**src/rtl/sram_i_reader.sv**
```systemverilog
// Streaming read engine: sweeps an SRAM address window and delivers the words in order
// on a valid/ready stream, with a small credit-controlled FIFO that absorbs consumer stalls.
module sram_i_reader #(
  parameter int WORD_AMOUNT  = 3136,
  parameter int BIT_PER_WORD = 145,
  parameter int AW           = $clog2(WORD_AMOUNT),
  parameter int CW           = $clog2(WORD_AMOUNT+1),
  parameter int FIFO_DEPTH   = 4
) (
  input  logic                    clk,
  input  logic                    rst,
  input  logic                    start,
  input  logic [AW-1:0]           start_addr,
  input  logic [CW-1:0]           word_count,
  output logic                    busy,
  output logic                    done,
  output logic [AW-1:0]           sram_addr,
  input  logic [BIT_PER_WORD-1:0] sram_dout,
  output logic                    out_valid,
  input  logic                    out_ready,
  output logic [BIT_PER_WORD-1:0] out_data,
  output logic                    out_last
);
  localparam int STAGES = 2;
  localparam int PW     = $clog2(FIFO_DEPTH);
  localparam int FCW    = $clog2(FIFO_DEPTH+1);
  localparam int OW     = FCW + 1;

  typedef enum logic [1:0] {IDLE, RUN, DRAIN} state_t;
  state_t state, state_nxt;

  logic [STAGES:1]         vld_pipe, last_pipe;
  logic [CW-1:0]           remaining;
  logic [AW-1:0]           addr_nxt;
  logic [FCW-1:0]          fifo_count;
  logic [1:0]              inflight;
  logic [OW-1:0]           occ;
  logic                    credit_ok, issue, issue_last, push, pop, zero_done;
  logic [BIT_PER_WORD-1:0] fifo_data [FIFO_DEPTH];
  logic [FIFO_DEPTH-1:0]   fifo_last;
  logic [PW-1:0]           wr_ptr, rd_ptr;

  // Credits cover both buffered words and reads still in the SRAM pipeline,
  // so the FIFO can never overflow and the SRAM never needs backpressure.
  assign inflight  = {1'b0, vld_pipe[1]} + {1'b0, vld_pipe[2]};
  assign occ       = OW'(fifo_count) + OW'(inflight);
  assign credit_ok = occ < OW'(FIFO_DEPTH);

  assign push      = vld_pipe[2];
  assign out_valid = fifo_count != '0;
  assign pop       = out_valid & out_ready;
  assign out_data  = fifo_data[rd_ptr];
  assign out_last  = out_valid & fifo_last[rd_ptr];
  assign busy      = state != IDLE;
  assign done      = zero_done | (pop & out_last);

  always_comb begin
    if (state == IDLE)                        addr_nxt = start_addr;
    else if (sram_addr == AW'(WORD_AMOUNT-1)) addr_nxt = '0;
    else                                      addr_nxt = sram_addr + AW'(1);
  end

  always_comb begin
    state_nxt  = state;
    issue      = 1'b0;
    issue_last = 1'b0;
    case (state)
      IDLE: if (start && word_count != '0) begin
        issue      = 1'b1;
        issue_last = word_count == CW'(1);
        state_nxt  = issue_last ? DRAIN : RUN;
      end
      RUN: if (credit_ok) begin
        issue      = 1'b1;
        issue_last = remaining == CW'(1);
        if (issue_last) state_nxt = DRAIN;
      end
      DRAIN: if (pop && out_last) state_nxt = IDLE;
      default: state_nxt = IDLE;
    endcase
  end

  always_ff @(posedge clk) begin
    if (rst) state <= IDLE;
    else     state <= state_nxt;
  end

  always_ff @(posedge clk) begin
    if (rst) begin
      vld_pipe   <= '0;
      last_pipe  <= '0;
      remaining  <= '0;
      sram_addr  <= '0;
      zero_done  <= 1'b0;
      fifo_count <= '0;
      wr_ptr     <= '0;
      rd_ptr     <= '0;
      fifo_last  <= '0;
      for (int i = 0; i < FIFO_DEPTH; i++) fifo_data[i] <= '0;
    end else begin
      vld_pipe  <= {vld_pipe[1], issue};
      last_pipe <= {last_pipe[1], issue_last};
      zero_done <= (state == IDLE) && start && (word_count == '0);
      if (issue) begin
        sram_addr <= addr_nxt;
        remaining <= ((state == IDLE) ? word_count : remaining) - CW'(1);
      end
      // Data stage: the SRAM output now belongs to the read issued two edges ago.
      if (push) begin
        fifo_data[wr_ptr] <= sram_dout;
        fifo_last[wr_ptr] <= last_pipe[2];
        wr_ptr            <= wr_ptr + PW'(1);
      end
      if (pop) rd_ptr <= rd_ptr + PW'(1);
      case ({push, pop})
        2'b10:   fifo_count <= fifo_count + FCW'(1);
        2'b01:   fifo_count <= fifo_count - FCW'(1);
        default: fifo_count <= fifo_count;
      endcase
    end
  end
endmodule
```
**config.mk**
```make
export PLATFORM = sky130hd
export DESIGN_NAME = sram_i_reader
export DESIGN_NICKNAME = d
export VERILOG_FILES = /design/src/rtl/sram_i_reader.sv
export SDC_FILE = /design/constraint.sdc
export NUM_CORES = 1
export LEC_CHECK = 0
export CORE_ASPECT_RATIO = 1.75
export CORE_UTILIZATION = 55
export CTS_BUF_LIST = sky130_fd_sc_hd__clkbuf_4
export DETAILED_ROUTE_END_ITERATION = 10
export PLACE_DENSITY = 0.77
export SYNTH_ARGS = -nofsm -noshare
export SYNTH_HDL_FRONTEND = slang
export SYNTH_SLANG_ARGS = --single-unit
export TNS_END_PERCENT = 1
```
**constraint.sdc**
```tcl
create_clock -name clk -period 5.4 [get_ports clk]
set_input_delay 1.35 -clock clk [delete_from_list [all_inputs] [get_ports clk]]
set_output_delay 1.35 -clock clk [all_outputs]
set_load 0.05 [all_outputs]
```
==> metrics.cfg, run 1 <==
[setup_path]
critical_path.top_delay_family = buffers and inverters
slowest_delay_ns = 0.86
start_kind = flop
crit_slowest_cell = clkdlybuf4s50_1
path_buf_inv = 2
end_kind = output port
cp.arrival_ns = 3.23
path_class = flop to output port
critPathRequiredTime_ns = 4.05
crit_path_cell_trace = buf_12, mux4_2, clkdlybuf4s50_1
critPathMaxFanout = 51

[global_routing]
grt_max_degree = 146
grt_pass1_vias = 17900
overflow = 0
antenna_found_initial = 13
grt_pass1_wl_um = 97300
gr-usage-all-layers = 0.258

[sta]
setup_viol = 0
period_share = 0.848
slew_viol_final = 0
setup_tns_ns = 0
worst_slack_ns = 0.819
period_minus_slack_ns = 4.58
hold_viol_final = 0
whs_ns = 0.445
relSlewSlack = 0.501
fin_worst_skew_ns = 0.0636
fmax_mhz = 218
worst_pin_slew_ns = 0.749
rsz0062_at_grt = no

[final_layout]
final_area_um2 = 33300
finalNetCount = 2316
nFillCells = 3402
area_growth_pct = 21.6
drive_gt1_frac = 0.186
final_util = 0.680
stdcell_count = 2905

[synth]
ys_seq_elements = 624
syn_area_um2 = 27400
synth_area_leaders = edfxtp_1, and2_1, mux4_2
yosysMostFrequentCell = and2_1
synthCells = 1748
syn_avg_cell_area_um2 = 15.7
synth_nets = 1930
synth_top_cell_by_area = edfxtp_1
ys.warnings.count = 0
synth-async-reset-ratio = 0
synth_commonest_cells = and2_1, edfxtp_1, mux4_2, clkbuf_1, dfxtp_1
ys_seq_area_frac = 0.667
synth.distinct_cells = 61
synth_top_area_frac = 0.635
ys.flop_type = edfxtp_1
synth_edf_count = 580

[floorplanning]
start_util = 0.560
core_area_um2 = 49000
die-width_um = 171
die_area_um2 = 50800
top_level_ports = 334
placementRows = 107
die_h_um = 297

[placement]
post-place-ws_ns = 1.01
place_area_um2 = 31500
io_buffer_count = 333
place.gp.congestion = 0.852
post-dp-hpwl_um = 36100
dp.cells = 2644

[route]
initialDrtViolationCount = 1113
ant_nets = 0
drt-pass1-iter-count = 5
via_per_inst = 5.61
wire_per_inst_um = 21.8
drc = 0
num_vias = 16300
wl_um = 63200

[clocking]
hold_buffers = 0
post_cts_buffers = 0
htree_levels = 4
cts.sinks = 624
cts_resized = 0
numCtsBuffers = 142
clk_pin_slew_ns = 0.07
cts.path.max_buffers = 3
cts_tree = done
clock_tree.root_cell = clkbuf_4
clk_latency_ns = 0.85

[pwr]
combinationalPowerShare = 0.277
p_leak_nw = 12.0
p_int_mw = 8.82
power.density_nw_per_um2 = 386
sw_frac_of_total = 0.315
pwr-share-clk = 0.285
power_mw = 12.9
max-vdd-ir-drop_mv = 0.318
power_frac_seq = 0.438
p_sw_mw = 4.06

[outcome]
status = complete, no violations

[flow_run]
maxCapViolations = 0

[worst_hold_path]
worstHoldPathType = flop to flop

-- power groups by stage --
stage	Clock, mW	Sequential, mW	Combinational [mW]
2_1_floorplan	0	5.74	2.43
3_3_place_gp	0	5.73	3.59
3_5_place_dp	0	5.75	3.61
4_1_cts	3.76	5.65	3.61
5_1_grt	4.00	5.67	3.74
6_report	3.67	5.65	3.56
-- cell usage in the layout (no fill, tap or decap), types with 21 or more instances in the layout --
cell type	instances
nor2_1	39
edfxtp_1	580
mux4_2	146
clkbuf_4	207
nand2_1	38
clkinv_1	29
clkdlybuf4s50_1	333
dfxtp_1	42
and2_1	584
a21oi_1	24
nor3_1	21
-- sequential cells by signal, summed over array words and instances (netlist names), named ones only --
register / flops
fifo_data: 580
remaining: 12
sram_addr: 12
fifo_last: 4
fifo_count: 3
last_pipe: 2
rd_ptr: 2
state: 2
vld_pipe: 2
wr_ptr: 2
zero_done: 1
-- final timing paths --
kind | from | end | slack (ns) | cells after the start
setup / recovery | flop | out_data[76] | 0.82 | 3
hold / removal | last_pipe[1]$_SDFF_PP0_ | last_pipe[2]$_SDFF_PP0_ | 0.45 | 1
setup reg to reg | state[1]$_SDFFE_PP0P_ | remaining[10]$_SDFFE_PP0P_ | 2.28 | 11
hold reg to reg | last_pipe[1]$_SDFF_PP0_ | last_pipe[2]$_SDFF_PP0_ | 0.45 | 1
-- routing by layer --
metal  up-vias  global-route usage  share of wire
met5         -                   0        0.00060
met4         6               0.130          0.037
met3       136              0.0609          0.067
met2       623               0.467           0.54
met1      8154               0.276           0.36
li1       7379                   -              -
-- final cells by class --
cell class                      instances  area (µm²)  area share
Antenna cell                           12        30.0    0.000901
Clock buffer                          207        1550      0.0466
Clock inverter                         42         253     0.00758
Inverter                               10        37.5     0.00113
Multi-Input combinational cell       1001        8650       0.260
Sequential cell                       624       18300       0.549
Tap cell                              654         818      0.0245
Timing Repair Buffer                  355        3690       0.111
-- kinds of logic (layout without fill, tap and decap cells) --
logic type | Yosys count | after routing | synth area share
AOI/OAI and AO/OA | 77 | 77 | 0.0185
xor gates and xnor gates | 12 | 12 | 0.00383
adders and majority gates | 9 | 9 | 0.00438
buffers and inverters | 123 | 614 | 0.0187
DFF | 624 | 624 | 0.667
muxes | 153 | 153 | 0.123
other | 0 | 12 | 0
and+or+nand+nor | 750 | 750 | 0.165
No activity file was read; power rests on OpenSTA's default activity.
==> run 2, diff against run 1 <==
--- a/config.mk
+++ b/config.mk
@@ -6,10 +6,10 @@
 export NUM_CORES = 1
 export LEC_CHECK = 0
 export CORE_ASPECT_RATIO = 1.75
-export CORE_UTILIZATION = 55
+export CORE_UTILIZATION = 52
 export CTS_BUF_LIST = sky130_fd_sc_hd__clkbuf_4
 export DETAILED_ROUTE_END_ITERATION = 10
-export PLACE_DENSITY = 0.77
+export PLACE_DENSITY = 0.76
 export SYNTH_ARGS = -nofsm -noshare
 export SYNTH_HDL_FRONTEND = slang
 export SYNTH_SLANG_ARGS = --single-unit
==> constraint.sdc (replaced) <==
create_clock -name clk -period 4 [get_ports clk]
set_input_delay 1 -clock clk [delete_from_list [all_inputs] [get_ports clk]]
set_output_delay 1 -clock clk [all_outputs]
set_load 0.05 [all_outputs]
==> metrics.cfg, run 2 (synthesis gave the netlist of run 1 again) <==
[route]
wl_um = 64900
wire_per_inst_um = 22.1
drc = 0
via_per_inst = 5.58
initialDrtViolationCount = 934
num_vias = 16400
ant_nets = 0
drt-pass1-iter-count = 5

[clocking]
hold_buffers = 0
clk_pin_slew_ns = 0.08
cts.path.max_buffers = 3
numCtsBuffers = 140
cts_tree = done
htree_levels = 4
clock_tree.root_cell = clkbuf_4
clk_latency_ns = 0.85
cts.sinks = 624

[setup_path]
critPathRequiredTime_ns = 3.00
cp.arrival_ns = 2.81
critPathMaxFanout = 11
start_kind = flop
path_class = flop to output port
end_kind = output port

[final_layout]
area_growth_pct = 22.2
mostFrequentLayoutCell = and2_1
reg.largest.list = fifo_data x580, remaining x12, sram_addr x12
finalNetCount = 2333
nFillCells = 3857
drive_gt1_frac = 0.197
final_area_um2 = 33500
largest_register_ffs = 580
top_register = fifo_data
layout_common_cells = and2_1, edfxtp_1, clkbuf_4

[global_routing]
grt_max_degree = 146
grt_pass1_wl_um = 99000
overflow = 0
antenna_found_initial = 15
grt_pass1_vias = 17700
gr-usage-all-layers = 0.247

[floorplanning]
top_level_ports = 334
die_h_um = 306
placementRows = 111
die_area_um2 = 53700
die-width_um = 176
core_area_um2 = 52200
start_util = 0.525

[pwr]
p_leak_nw = 12.5
max-vdd-ir-drop_mv = 0.356
power.density_nw_per_um2 = 520

[placement]
io_buffer_count = 333
place.gp.congestion = 0.863
post-dp-hpwl_um = 38600
place_area_um2 = 31800

[sta]
fin_worst_skew_ns = 0.0497
worst_pin_slew_ns = 1.01
whs_ns = 0.445
setup_tns_ns = 0
period_share = 0.953
fmax_mhz = 262
relSlewSlack = 0.326
setup_viol = 0
slew_viol_final = 0
hold_viol_final = 0
period_minus_slack_ns = 3.81
rsz0062_at_grt = no

[flow_run]
maxCapViolations = 0

[outcome]
status = complete, no violations

[worst_hold_path]
worstHoldPathType = flop to flop

## run 2: path summary, 6_finish.rpt
path | start | slack [ns] | cells after the start | to
hold / removal | vld_pipe[1]$_SDFF_PP0_ | 0.45 | 1 | vld_pipe[2]$_SDFF_PP0_
setup / recovery | flop | 0.19 | 2 | out_data[76]
setup reg to reg | state[1]$_SDFFE_PP0P_ | 1.08 | 10 | remaining[10]$_SDFFE_PP0P_
hold reg to reg | vld_pipe[1]$_SDFF_PP0_ | 0.45 | 1 | vld_pipe[2]$_SDFF_PP0_
## run 2: cell type report
| type | count | area, µm² | share of cell area |
|---|---|---|---|
| antenna | 10 | 25.0 | 0.000747 |
| clock buffer | 211 | 1580 | 0.0473 |
| clock inverter | 29 | 260 | 0.00777 |
| inverter | 10 | 37.5 | 0.00112 |
| multi-input combinational | 1001 | 8650 | 0.258 |
| sequential | 624 | 18300 | 0.546 |
| tap | 678 | 848 | 0.0253 |
| timing repair buffer | 374 | 3790 | 0.113 |
## run 2: report_power, final
| group | switching, mW | leakage [nW] | total [mW] | internal (mW) |
|---|---|---|---|---|
| sequential | 0.186 | 6.36 | 7.64 | 7.46 |
| combinational | 2.96 | 5.04 | 4.65 | 1.70 |
| clock | 2.39 | 1.09 | 5.11 | 2.73 |
## run 2: worst max-delay path, cell delays in order, from the launching register on
cell and delay, ns:
dfxtp_4 0.61, mux4_2 0.55, clkdlybuf4s50_1 0.79
## run 2: layer usage
layer / track usage / share of wire
met5: 0 / 0.0011
met4: 0.123 / 0.035
met3: 0.0565 / 0.070
met2: 0.440 / 0.54
met1: 0.274 / 0.35
## run 2: stage by stage
step | instances | utilization | total power, mW | worst slack (ns)
floorplan | 1748 | - | 11.0 | 0.167
global placement | 2686 | 0.609 | 12.7 | 0.488
detailed placement | 2686 | 0.609 | 12.8 | 0.475
CTS | 2927 | 0.641 | 17.6 | 0.0194
global route | 2937 | 0.642 | 18.1 | 0.0236
finish | 2937 | 0.642 | 17.4 | 0.189
## run 2: what timing repair did
action                                  CTS  global route
buffers inserted                          1             0
endpoints found under the setup margin  145             0
resized for setup                       143             0
